===== config.mk =====
export PLATFORM = sky130hd
export DESIGN_NAME = burrito_sequencer_flat
export DESIGN_NICKNAME = d
export VERILOG_FILES = /design/src/rtl/burrito_pkg.sv /design/src/rtl/burrito_if.sv /design/src/rtl/burrito_decode.sv /design/src/rtl/burrito_sequencer.sv /design/src/flat_wrapper.sv
export SDC_FILE = /design/constraint.sdc
export NUM_CORES = 1
export LEC_CHECK = 0
export CAP_MARGIN = 10
export CORE_MARGIN = 4
export CORE_UTILIZATION = 45
export CTS_CLUSTER_SIZE = 14
export DETAILED_ROUTE_END_ITERATION = 8
export GPL_TIMING_DRIVEN = 1
export PLACE_DENSITY = 0.83
export SYNTH_ARGS = -nofsm -noshare
export SYNTH_HDL_FRONTEND = slang
export SYNTH_HIERARCHICAL = 1
export SYNTH_SLANG_ARGS = --single-unit
export TNS_END_PERCENT = 30

===== constraint.sdc =====
create_clock -name clk -period 3.8 [get_ports clk]
set_input_delay 0.76 -clock clk [delete_from_list [all_inputs] [get_ports clk]]
set_output_delay 0.76 -clock clk [all_outputs]
set_load 0.005 [all_outputs]

===== src/rtl/burrito_pkg.sv =====
// Shared constants, instruction layout and FSM encoding for the Burrito fetch/issue sequencer.
package burrito_pkg;

  localparam int unsigned ADDR_W  = 3;
  localparam int unsigned INSTR_W = 20;
  localparam int unsigned OP_W    = 4;
  localparam int unsigned REG_W   = 5;

  localparam int unsigned WE_BIT  = 19;
  localparam int unsigned OP_MSB  = 18;
  localparam int unsigned OP_LSB  = 15;
  localparam int unsigned RS1_MSB = 14;
  localparam int unsigned RS1_LSB = 10;
  localparam int unsigned RS2_MSB = 9;
  localparam int unsigned RS2_LSB = 5;
  localparam int unsigned RD_MSB  = 4;
  localparam int unsigned RD_LSB  = 0;

  localparam logic [OP_W-1:0] HALT_OP = 4'b1111;

  typedef enum logic [1:0] {
    ST_IDLE  = 2'd0,
    ST_FETCH = 2'd1,
    ST_ISSUE = 2'd2,
    ST_DONE  = 2'd3
  } state_e;

  // Field order matches the bit positions above, MSB first.
  typedef struct packed {
    logic             we;
    logic [OP_W-1:0]  op;
    logic [REG_W-1:0] rs1;
    logic [REG_W-1:0] rs2;
    logic [REG_W-1:0] rd;
  } instr_t;

  function automatic logic word_is_halt(input logic [INSTR_W-1:0] word);
    return word[OP_MSB:OP_LSB] == HALT_OP;
  endfunction

endpackage


===== src/rtl/burrito_if.sv =====
// Instruction RAM port and datapath issue handshake of the Burrito sequencer.
interface burrito_if;
  import burrito_pkg::*;

  logic [ADDR_W-1:0]  mem_addr;
  logic               mem_we;
  logic [INSTR_W-1:0] mem_dout;
  logic               issue_valid;
  logic               ex_ready;
  logic               we_out;
  logic [OP_W-1:0]    op_out;
  logic [REG_W-1:0]   rs1_out;
  logic [REG_W-1:0]   rs2_out;
  logic [REG_W-1:0]   rd_out;

  modport master (
    output mem_addr, mem_we, issue_valid, we_out, op_out, rs1_out, rs2_out, rd_out,
    input  mem_dout, ex_ready
  );

  modport slave (
    input  mem_addr, mem_we, issue_valid, we_out, op_out, rs1_out, rs2_out, rd_out,
    output mem_dout, ex_ready
  );
endinterface


===== src/rtl/burrito_decode.sv =====
// Splits the latched instruction into datapath fields, forced to zero unless issuing.
module burrito_decode
  import burrito_pkg::*;
(
  input  instr_t           ir,
  input  logic             issue_valid,
  output logic             we_c,
  output logic [OP_W-1:0]  op_c,
  output logic [REG_W-1:0] rs1_c,
  output logic [REG_W-1:0] rs2_c,
  output logic [REG_W-1:0] rd_c,
  output logic             is_halt_c
);

  assign is_halt_c = (ir.op == HALT_OP);
  assign we_c      = issue_valid & ir.we;
  assign op_c      = issue_valid ? ir.op  : '0;
  assign rs1_c     = issue_valid ? ir.rs1 : '0;
  assign rs2_c     = issue_valid ? ir.rs2 : '0;
  assign rd_c      = issue_valid ? ir.rd  : '0;

endmodule


===== src/rtl/burrito_sequencer.sv =====
// Fetch/issue controller: walks instruction RAM from 0 to a captured last address,
// issuing each word over a valid/ready handshake and pulsing done at the end.
module burrito_sequencer
  import burrito_pkg::*;
(
  input  logic              clk,
  input  logic              rst,
  input  logic              start,
  input  logic [ADDR_W-1:0] last_addr,
  burrito_if.master         bus,
  output logic [ADDR_W-1:0] pc,
  output logic              busy,
  output logic              done
);

  state_e            state;
  instr_t            ir;
  logic [ADDR_W-1:0] last_q;
  logic              issue_valid;
  logic              is_halt_c;

  burrito_decode u_decode (
    .ir          (ir),
    .issue_valid (issue_valid),
    .we_c        (bus.we_out),
    .op_c        (bus.op_out),
    .rs1_c       (bus.rs1_out),
    .rs2_c       (bus.rs2_out),
    .rd_c        (bus.rd_out),
    .is_halt_c   (is_halt_c)
  );

  assign bus.mem_addr    = pc;
  assign bus.mem_we      = 1'b0;
  assign bus.issue_valid = issue_valid;

  // issue_valid is decided at fetch time so a HALT word is never presented.
  always_ff @(posedge clk) begin
    if (rst) begin
      state       <= ST_IDLE;
      pc          <= '0;
      ir          <= '0;
      last_q      <= '0;
      issue_valid <= 1'b0;
      busy        <= 1'b0;
      done        <= 1'b0;
    end else begin
      done <= 1'b0;
      case (state)
        ST_IDLE: begin
          if (start) begin
            state  <= ST_FETCH;
            pc     <= '0;
            last_q <= last_addr;
            busy   <= 1'b1;
          end
        end
        ST_FETCH: begin
          ir          <= instr_t'(bus.mem_dout);
          issue_valid <= ~word_is_halt(bus.mem_dout);
          state       <= ST_ISSUE;
        end
        ST_ISSUE: begin
          if (is_halt_c) begin
            issue_valid <= 1'b0;
            busy        <= 1'b0;
            done        <= 1'b1;
            state       <= ST_DONE;
          end else if (bus.ex_ready) begin
            issue_valid <= 1'b0;
            if (pc == last_q) begin
              busy  <= 1'b0;
              done  <= 1'b1;
              state <= ST_DONE;
            end else begin
              pc    <= pc + ADDR_W'(1);
              state <= ST_FETCH;
            end
          end
        end
        ST_DONE: state <= ST_IDLE;
        default: state <= ST_IDLE;
      endcase
    end
  end

endmodule


===== src/flat_wrapper.sv =====
// flat-port wrapper written by rule: the top's interface ports become plain ports
module burrito_sequencer_flat import burrito_pkg::*;
  (clk, rst, start, last_addr, pc, busy, done, bus_mem_addr, bus_mem_we, bus_issue_valid, bus_we_out, bus_op_out, bus_rs1_out, bus_rs2_out, bus_rd_out, bus_mem_dout, bus_ex_ready);
  burrito_if bus_i ();
  input  logic clk;
  input  logic rst;
  input  logic start;
  input  logic [ADDR_W-1:0] last_addr;
  output logic [ADDR_W-1:0] pc;
  output logic busy;
  output logic done;
  output wire logic [$bits(bus_i.mem_addr)-1:0] bus_mem_addr;
  output wire logic [$bits(bus_i.mem_we)-1:0] bus_mem_we;
  output wire logic [$bits(bus_i.issue_valid)-1:0] bus_issue_valid;
  output wire logic [$bits(bus_i.we_out)-1:0] bus_we_out;
  output wire logic [$bits(bus_i.op_out)-1:0] bus_op_out;
  output wire logic [$bits(bus_i.rs1_out)-1:0] bus_rs1_out;
  output wire logic [$bits(bus_i.rs2_out)-1:0] bus_rs2_out;
  output wire logic [$bits(bus_i.rd_out)-1:0] bus_rd_out;
  input wire logic [$bits(bus_i.mem_dout)-1:0] bus_mem_dout;
  input wire logic [$bits(bus_i.ex_ready)-1:0] bus_ex_ready;
  assign bus_mem_addr = bus_i.mem_addr;
  assign bus_mem_we = bus_i.mem_we;
  assign bus_issue_valid = bus_i.issue_valid;
  assign bus_we_out = bus_i.we_out;
  assign bus_op_out = bus_i.op_out;
  assign bus_rs1_out = bus_i.rs1_out;
  assign bus_rs2_out = bus_i.rs2_out;
  assign bus_rd_out = bus_i.rd_out;
  assign bus_i.mem_dout = bus_mem_dout;
  assign bus_i.ex_ready = bus_ex_ready;
  burrito_sequencer u_core (.clk(clk), .rst(rst), .start(start), .last_addr(last_addr), .bus(bus_i), .pc(pc), .busy(busy), .done(done));
endmodule

# ---- After elaboration in Yosys (flattened, before gate mapping)
# Index checks and enable logic that the tools add are counted.
dict set report op_classes {
  add_sub_neg 1
  mul 0
  div_mod_pow 0
  n_lt_le_gt_ge 0
  eq_ne 12
  shift 0
  mux 25
  bitwise 3
  n_reduce_logical 9
}
# operator n
set ops {}
lappend ops {{2-to-1 mux 5 bit} 3}
lappend ops {{2-to-1 mux 3 bit} 4}
lappend ops {{2-to-1 mux 1 bit} 9}
lappend ops {{== test 4 bit, second input constant} 2}
lappend ops {{2-to-1 mux 2 bit} 4}
lappend ops {{inequality test 2 bit, second input constant} 4}
lappend ops {{case mux 2 bit (4 select lines)} 1}
lappend ops {{case mux 3 bit (2 select lines)} 1}
lappend ops {{AND reduction 2 bit} 3}
lappend ops {{AND reduction 5 bit} 1}
lappend ops {{== test 2 bit, second input constant} 2}
lappend ops {{2-to-1 mux 4 bit} 1}
lappend ops {{case mux 1 bit (2 select lines)} 2}
lappend ops {{AND reduction 4 bit} 1}
lappend ops {{nonzero test 2 bit} 2}
lappend ops {{adder 3 x 1 -> 3 bit, second input constant} 1}
lappend ops {{== test 3 bit} 1}
lappend ops {{inequality test 3 x 1 -> 1 bit, second input constant} 1}
lappend ops {{inequality test 3 x 2 -> 1 bit, second input constant} 1}
lappend ops {{== test 2 x 1 -> 1 bit, second input constant} 1}
lappend ops {{logical NOT 2 bit} 1}
lappend ops {{NOT 1 bit} 2}
lappend ops {{OR reduction 2 bit} 1}
lappend ops {{bitwise AND 1 bit} 1}
dict set report word_totals {
  ff_bits 31
  latch_bits 0
  ram_bits 0
  rom_bits 0
  out_inout_bits 30
  elab_cells 61
  n_memories 0
}

# ---- Depth between registers and ports, before layout
dict set report depth {
  ltp_word 5
  depth_mapped 5
  mapped_depth_nobuf 5
}

# ---- Modules after synthesis
# The synthesis kept the hierarchy.
# mod n_inst cells_per_inst area_per_inst_um2 seq_area_each_um2
set modules_own_cells {}
lappend modules_own_cells {burrito_sequencer 1 154 1276.2 620.6}
lappend modules_own_cells {burrito_decode 1 23 162.7 0.0}

# ---- Worst setup path before layout
# OpenSTA, ideal clock, no wires.
dict set report synth_path {
  path_type {input-to-reg}
  startpoint {input port bus_ex_ready}
  endpoint {register u_core.pc[2] (netlist: u_core/bus.mem_addr[2])}
  setup_time_ns 0.073
  t_arrival_ns 1.542
  slack_ns 2.185
  stages 4
  n_path_buf 0
  cell_sequence {and2b_1 o311ai_2 or4_1 o211ai_2}
}
dict set report synth_between {
  elab_chain_len 2
}
# item line_no
set synth_lines {}
lappend synth_lines {{start: declaration} flat_wrapper.sv:21} ;# input wire logic [$bits(bus_i.ex_ready)-1:0] bus_ex_ready;
lappend synth_lines {{inequality test 2 bit (no source line)} n/a}
lappend synth_lines {{AND reduction 5 bit (no source line)} n/a}
lappend synth_lines {{end signal: assignment} burrito_sequencer.sv:76} ;# pc <= pc + ADDR_W'(1);
lappend synth_lines {{end: declaration} burrito_sequencer.sv:11} ;# output logic [ADDR_W-1:0] pc,
# No other way between the ends.
# A chain may end at the register's enable or synchronous reset.

# ---- Worst setup path in the final report
dict set report layout_path {
  startpoint {register u_core.issue_valid (netlist: u_core/bus.issue_valid)}
  endpoint {output port bus_rs2_out[4]}
}
dict set report layout_between {
  elab_chain_len 1
}
# item line_no
set layout_lines {}
lappend layout_lines {{start: declaration} burrito_sequencer.sv:19} ;# logic issue_valid;
lappend layout_lines {{start signal: assignment} burrito_sequencer.sv:60} ;# issue_valid <= ~word_is_halt(bus.mem_dout);
lappend layout_lines {{2-to-1 mux 5 bit} burrito_decode.sv:19} ;# assign rs2_c = issue_valid ? ir.rs2 : '0;
lappend layout_lines {{end: declaration} flat_wrapper.sv:18} ;# output wire logic [$bits(bus_i.rs2_out)-1:0] bus_rs2_out;
# No other way between the ends.

==> results_dict.tcl <==
set metrics [dict create \
    leakage_nw 0.760 \
    fin_skew_ns 0.00602 \
    synth_warnings 6 \
    tritoncts "yes" \
    diodes 0 \
    critical_path_buf_inv_count 1 \
    gp_congestion 0.781 \
    cp_slowest_cell "dfxtp_1" \
    synthMuxAreaShare_pct 0 \
    final_hold_viol_count 0 \
    slew_headroom_pct 50.6 \
    rows 20 \
    synth_nets 205 \
    cts_hold_buf 0 \
    grt_max_degree 25 \
    use_met2_pct 26.8 \
    synthCells 177 \
    crit_fanout 23 \
    whs_path_depth 2 \
    cp-start-kind "register" \
    track_usage_pct 15.9 \
    vias_per_cell 4.86 \
    cts_buffers 5 \
    status "completed" \
    worst_ep_arrival_time_ns 1.72 \
    r2r_slack_ns 2.15 \
    ys_seq_elements 31 \
    die_x_um 64.5 \
    postCtsSetupBuffers 0 \
    cp-end-kind "output port" \
    hold_class "reg -> reg" \
    fin_util_pct 66.4 \
    clk_path_buf_depth 2 \
    vias 1318 \
    postSynthAreaPerCell_um2 8.13 \
    cp.required_ns 3.04 \
    rsz0062_at_grt "false" \
    use_met3_pct 4.68 \
    r2r-end "u_core/bus.issue_valid$_SDFFE_PP0P_" \
    dr.first_iter.drc_count 41 \
    synth-seq-area-share_pct 43.1 \
    timing.rr.start "u_core/state[1]$_SDFFE_PP0P_" \
    io_pins 57 \
    drt_wl_total_um 3090 \
    routedWlPerCell_um 11.4 \
    synth.cell_area_um2 1440 \
    powerDensity_nw_per_um2 325 \
    total_power_w 0.000659 \
    io_buffers 55 \
    hp-start "u_core/ir[7]$_SDFFE_PP0P_" \
    final_cell_mix "clkdlybuf4s50_1 (55), nand2_1 (47), dfxtp_1 (31), a21oi_1 (26), and2_1 (15)" \
    synthAdderAreaFrac_pct 0.870 \
    initial_core_util_pct 47.1 \
    fmax_ghz 0.403 \
    worst-r2r-cell-count 3 \
    antenna_found_initial 0 \
    htreeDepth 2 \
    dieHeight_um 64.5 \
    setup_viol 0 \
    grt_pass1_wl_um 5280 \
    use_met1_pct 18.7 \
    grt_pass1_vias 1223 \
    fin_nets 255 \
    final_common_cell "clkdlybuf4s50_1" \
    insertion_delay_ns 0.31 \
    drc 0 \
    post-dp-hpwl_um 2240 \
    crit_family "flip-flops" \
    drv_cap 0 \
    ir_drop_uv 275 \
    die-area_um2 4170 \
    synth_top_family_by_area "simple AND/OR/NAND/NOR gates" \
    syn2layout_area_growth_pct 40.9 \
    synth_compound_area_share_pct 16.6 \
    busiest_layer "met2" \
    synth_cell_type_count 38 \
    clk_pin_slew_ns 0.09 \
    cts-root-buf "clkbuf_4" \
    dr.pass1.iters 4 \
    setup_tns_ns 0 \
    fin_crit_sh_pct 65.3 \
    postRouteAntennaNets 0 \
    layout-drive-gt1-share_pct 8.37 \
    synthSimpleGateAreaFrac_pct 30.1 \
    crit_chain "and2_2, clkdlybuf4s50_1" \
    maxSlewViolCount 0 \
    numClockSinks 31 \
    gr-total-overflow 0 \
    max_stage_delay_ns 0.67 \
    fill_cells 286 \
    fin_crit_ns 2.48 \
    worstMarginPinSlew_ns 0.741 \
    hold_end "u_core/ir[7]$_SDFFE_PP0P_" \
    synth_xor_area_share_pct 2.35 \
    core_area_um2 3050 \
    path_class "reg -> out" \
    cts_resized 0 \
]
-- Yosys cell counts (all sizes together) --
library cell  instances  share of area [%]
nand2                47                 12
dfxtp                31                 43
a21oi                26                9.0
and2                 20                9.1
buf                   9                4.9
nor2                  6                1.6
clkbuf                5                1.3
xor2                  3                2.3
a2111oi               2                1.2
and2b                 2                1.1
inv                   2               0.52
nand4b                2                1.2
o211ai                2                1.4
o31ai                 2                1.0
a21bo                 1               0.70
a21o                  1               0.52
a2bb2oi               1               0.61
a311oi                1               0.61
and3b                 1               0.61
and4                  1               0.61
conb                  1               0.26
ha                    1               0.87
nand2b                1               0.44
nand3                 1               0.35
nand3b                1               0.52
nand4                 1               0.44
nor2b                 1               0.44
nor3                  1               0.35
nor3b                 1               0.52
o21ai                 1               0.35
o311ai                1                1.1
or4                   1               0.52
-- worst min-delay path, cell delays in order (launching register included) --
cell	delay, ns
dfxtp_1	0.32
nand2_1	0.05
a21oi_1	0.05
-- how the worst max path moves through the flow --
stage                                          end  cells after the start                                 from
5_1_grt                             bus_rs2_out[4]                      2  u_core/bus.issue_valid$_SDFFE_PP0P_
3_5_place_dp   u_core/bus.mem_addr[2]$_SDFFE_PP0P_                      4                                  rst
2_1_floorplan  u_core/bus.mem_addr[2]$_SDFFE_PP0P_                      4                         bus_ex_ready
4_1_cts                             bus_rs2_out[4]                      2  u_core/bus.issue_valid$_SDFFE_PP0P_
6_report                            bus_rs2_out[4]                      2  u_core/bus.issue_valid$_SDFFE_PP0P_
3_3_place_gp   u_core/bus.mem_addr[2]$_SDFFE_PP0P_                      4                                  rst
-- logic make-up (layout without fill, tap and decap cells) --
kind of cell | Yosys count | in the layout
AND/OR/NAND/NOR | 87 | 87
AO/OA/AOI/OAI | 38 | 38
flip-flops | 31 | 31
buffers and inverters | 16 | 66
XOR/XNOR | 3 | 3
adder cells (fa/ha/maj) | 1 | 1
other | 1 | 1
-- report_power, final --
part | switching, W | total, W | internal (W)
clock | 0.000101 | 0.000187 | 0.0000856
combinational | 0.0000505 | 0.000110 | 0.0000593
sequential | 0.0000170 | 0.000362 | 0.000345
-- layout make-up --
class / count / area [µm²] / share of cell area, %
Tap cell: 44 / 55.1 / 2.72
Timing Repair Buffer: 57 / 566 / 27.9
Inverter: 2 / 7.51 / 0.370
Multi-Input combinational cell: 130 / 722 / 35.6
Clock buffer: 6 / 51.3 / 2.53
Sequential cell: 31 / 621 / 30.6
Clock inverter: 1 / 5.00 / 0.247
-- registers in the layout, indices dropped and copies added, names as in the netlist --
name / flops
u_core/done: 1
u_core/last_q: 3
u_core/state: 2
u_core/bus.mem_addr: 3
u_core/ir: 20
u_core/bus.issue_valid: 1
u_core/busy: 1
-- layer usage --
metal  vias to the layer above  wire (µm)  part of all wire, %
met4                         0         27                 0.87
met1                       591       1380                   45
met5                         -          0                    0
li1                        686          -                    -
met2                        39       1500                   48
met3                         2        188                  6.1
-- per-stage QoR --
stage	area [µm²]	instances	hold WS (ns)	setup slack [ns]
6_report	2030	271	0.455	1.32
3_5_place_dp	1970	264	0.443	1.47
3_3_place_gp	1970	264	0.437	1.48
5_1_grt	2030	271	0.474	1.12
4_1_cts	2030	271	0.456	1.25
2_1_floorplan	1440	177	0.432	2.18
Power figures use the tool's default switching activity.
==> RTL change, RTL diff (config.mk and constraints unchanged) <==
Change the package constant `OP_LSB` from 15 to 14.
--- a/src/rtl/burrito_pkg.sv
+++ b/src/rtl/burrito_pkg.sv
@@ -8,7 +8,7 @@
 
   localparam int unsigned WE_BIT  = 19;
   localparam int unsigned OP_MSB  = 18;
-  localparam int unsigned OP_LSB  = 15;
+  localparam int unsigned OP_LSB  = 14;
   localparam int unsigned RS1_MSB = 14;
   localparam int unsigned RS1_LSB = 10;
   localparam int unsigned RS2_MSB = 9;
Formal check against the unedited RTL: not equivalent (Yosys sat finds a counterexample within 4 cycles, from zero or initial values and one cycle with rst high).
==> RTL change against the original RTL <==
- wire length rose by 6.2%
- power rose by 5.3%
- via count rose by 0.83%
- area after synthesis fell by 0.78%
- utilization rose by 0.20 points
- non-clock buffer count did not move
- design area rose by 0.31%
- count of clock-buffer cells in the layout rose by 2
- global-route usage rose by 1.3 points
- first-iteration DRC count rose by 76%
- setup slack got worse by 0.059 ns
- sequential cell count did not move
- largest cell class unchanged
==> RTL change: results (changes against the original RTL) <==
| Metric | Value |
|---|---|
| Yosys warning count | 6 (unchanged) |
| Gr usage total | 17.22% (+1.3 points) |
| Clk_skew | 0.003404 ns (-0.002616 ns) |
| Synth Area in XOR/XNOR | 1.840% (-0.51 points) |
| Slew Viols, Final | 0 (unchanged) |
| Avg WL per Cell | 12.12 um (+6.2%) |
| Via Count | 1,329 (+0.83%) |
| Synth top area cells | dfxtp_1 (43%), nand2_1 (11%), a21oi_1 (7.7%) |
| Syn_nets | 203 (-0.98%) |
| Compound-Gate Fraction of Synth Area | 14.11% (-2.5 points) |
| Largest net degree at the start of global routing | 33 (+32%) |
| Placer Congestion | 0.8941 (+15%) |
| Lkg Pwr | 0.0007463 uW (-1.7%) |
| Post-synth top cells | nand2_1 (42), dfxtp_1 (31), a21oi_1 (22) |
| Fill cells | 288 (+0.70%) |
| CTS H-tree depth | 2 (unchanged) |
| DRT iter0 DRCs | 72 (+76%) |
| Hold path cells | 2 (unchanged) |
| Pre-CTS WS | 1.614 ns (+0.1438 ns) |
| Asr flop ratio synth | 0% (unchanged) |
| First-pass GRT wire length | 5485 um (+3.9%) |
| Arrival @ worst endpoint | 1.78 ns (+0.06 ns) |
| Slew @ Worst Pin | 0.8093 ns (+0.06850 ns) |
| Max stage delay on crit path | 0.70 ns (+0.03 ns) |
| Number of global-route vias before repair | 1,208 (-1.2%) |
| Worst-path clk slew | 0.09 ns (about the same) |
| Slowest cell on crit path | dfxtp_1 |
| Later-pin clock latency in the skew report | 0.32 ns |
| FF-to-FF path depth | 5 (+2) |
| Crit-path max FO | 22 (-4.3%) |
| I/O Buffers | 55 (unchanged) |
| Diodes inserted | 0 (unchanged) |
| Yosys cell types | 35 (-7.9%) |
| R2R Setup Slk | 2.07 ns (-0.08 ns) |
| Final nets | 254 (-0.39%) |
| Internal Power | 515.6 uW (+5.3%) |
| Seq/Total Area, Yosys | 43.47% (+0.34 points) |
| Final Critical Period | 2.540 ns (+0.05854 ns) |
| Post-CTS setup buffers | 0 (unchanged) |
| Status | finished, final reports clean |
| Mux contribution to synthesized area | 2.103% (+2.1 points) |
| Ratio of cells with drive above 1 in the final layout | 8.811% (+0.44 points) |
| Hold WC Path Type | register to register |
| IR drop worst, VDD | 0.2234 mV (-19%) |
| Root Buffer Master | clkbuf_4 |
| Fin Hold WS | 0.4547 ns (-0.0007340 ns) |
| Dpl hpwl | 2372 um (+5.7%) |
| Post-DP Area | 0.001964 mm^2 (-0.32%) |
| Adder-Cell Fraction of Synth Area | 0.8764% (+0.0069 points) |
==> RTL change: changes by cell type after synthesis, sizes merged, moves of 3 or more <==
cell    delta
nand2b     +3
xor2       -3
xnor2      +3
nor2       +3
a21oi      -4
mux2i      +3
nand2      -4
==> RTL change: layer usage <==
layer | GRT usage (%) | wire length [um] | vias up
li1 | - | - | 678
met1 | 21.01 | 1438 | 598
met2 | 27.19 | 1521 | 48
met3 | 4.745 | 261 | 5
met4 | 9.499 | 63 | 0
met5 | 0 | 0 | -
==> RTL change: cell type report <==
| type | instances | area share [%] |
|---|---|---|
| flip-flops and latches | 31 | 30.52 |
| well taps | 44 | 2.708 |
| clock buffers | 8 | 3.385 |
| repair buffers | 57 | 27.82 |
| inverters | 2 | 0.3692 |
| multi-input cells | 129 | 35.20 |
==> RTL change: worst min-delay path: stages, from the launching register on <==
cell,delay [ns]
dfxtp_1,0.32
nand2_1,0.05
a21oi_1,0.05
==> RTL change: power by group through the flow <==
stage / logic [uW] / clock network (uW) / registers (uW)
final: 116 / 216 / 362
after global routing: 129 / 232 / 365
after CTS: 117 / 222 / 362
after detailed placement: 116 / 0 / 369
after global placement: 114 / 0 / 369
after floorplan: 71.4 / 0 / 363
==> RTL change: cell families (layout without fill, tap and decap cells) <==
kind of cell    after synthesis  count (layout)
fa+ha+maj                     1               1
xor+xnor                      3               3
compound gates               33              33
simple gates                 88              88
flops                        31              31
other cells                   1               1
mux                           3               3
buf+inv                      15              67
==> RTL change: worst paths after layout <==
path,startpoint,endpoint
max reg2reg,u_core/state[0],u_core/bus.issue_valid
min reg2reg,u_core/ir[12],u_core/ir[12]
max,u_core/bus.issue_valid,bus_op_out[1]
min,u_core/ir[12],u_core/ir[12]
==> RTL change: metrics by stage <==
step	utilization, %	power [uW]	std cells
final	66.60	693.1	271
after global routing	66.60	726.5	271
after CTS	66.60	700.1	271
after detailed placement	64.34	485.2	263
after global placement	64.34	482.4	263
after floorplan	-	434.0	175
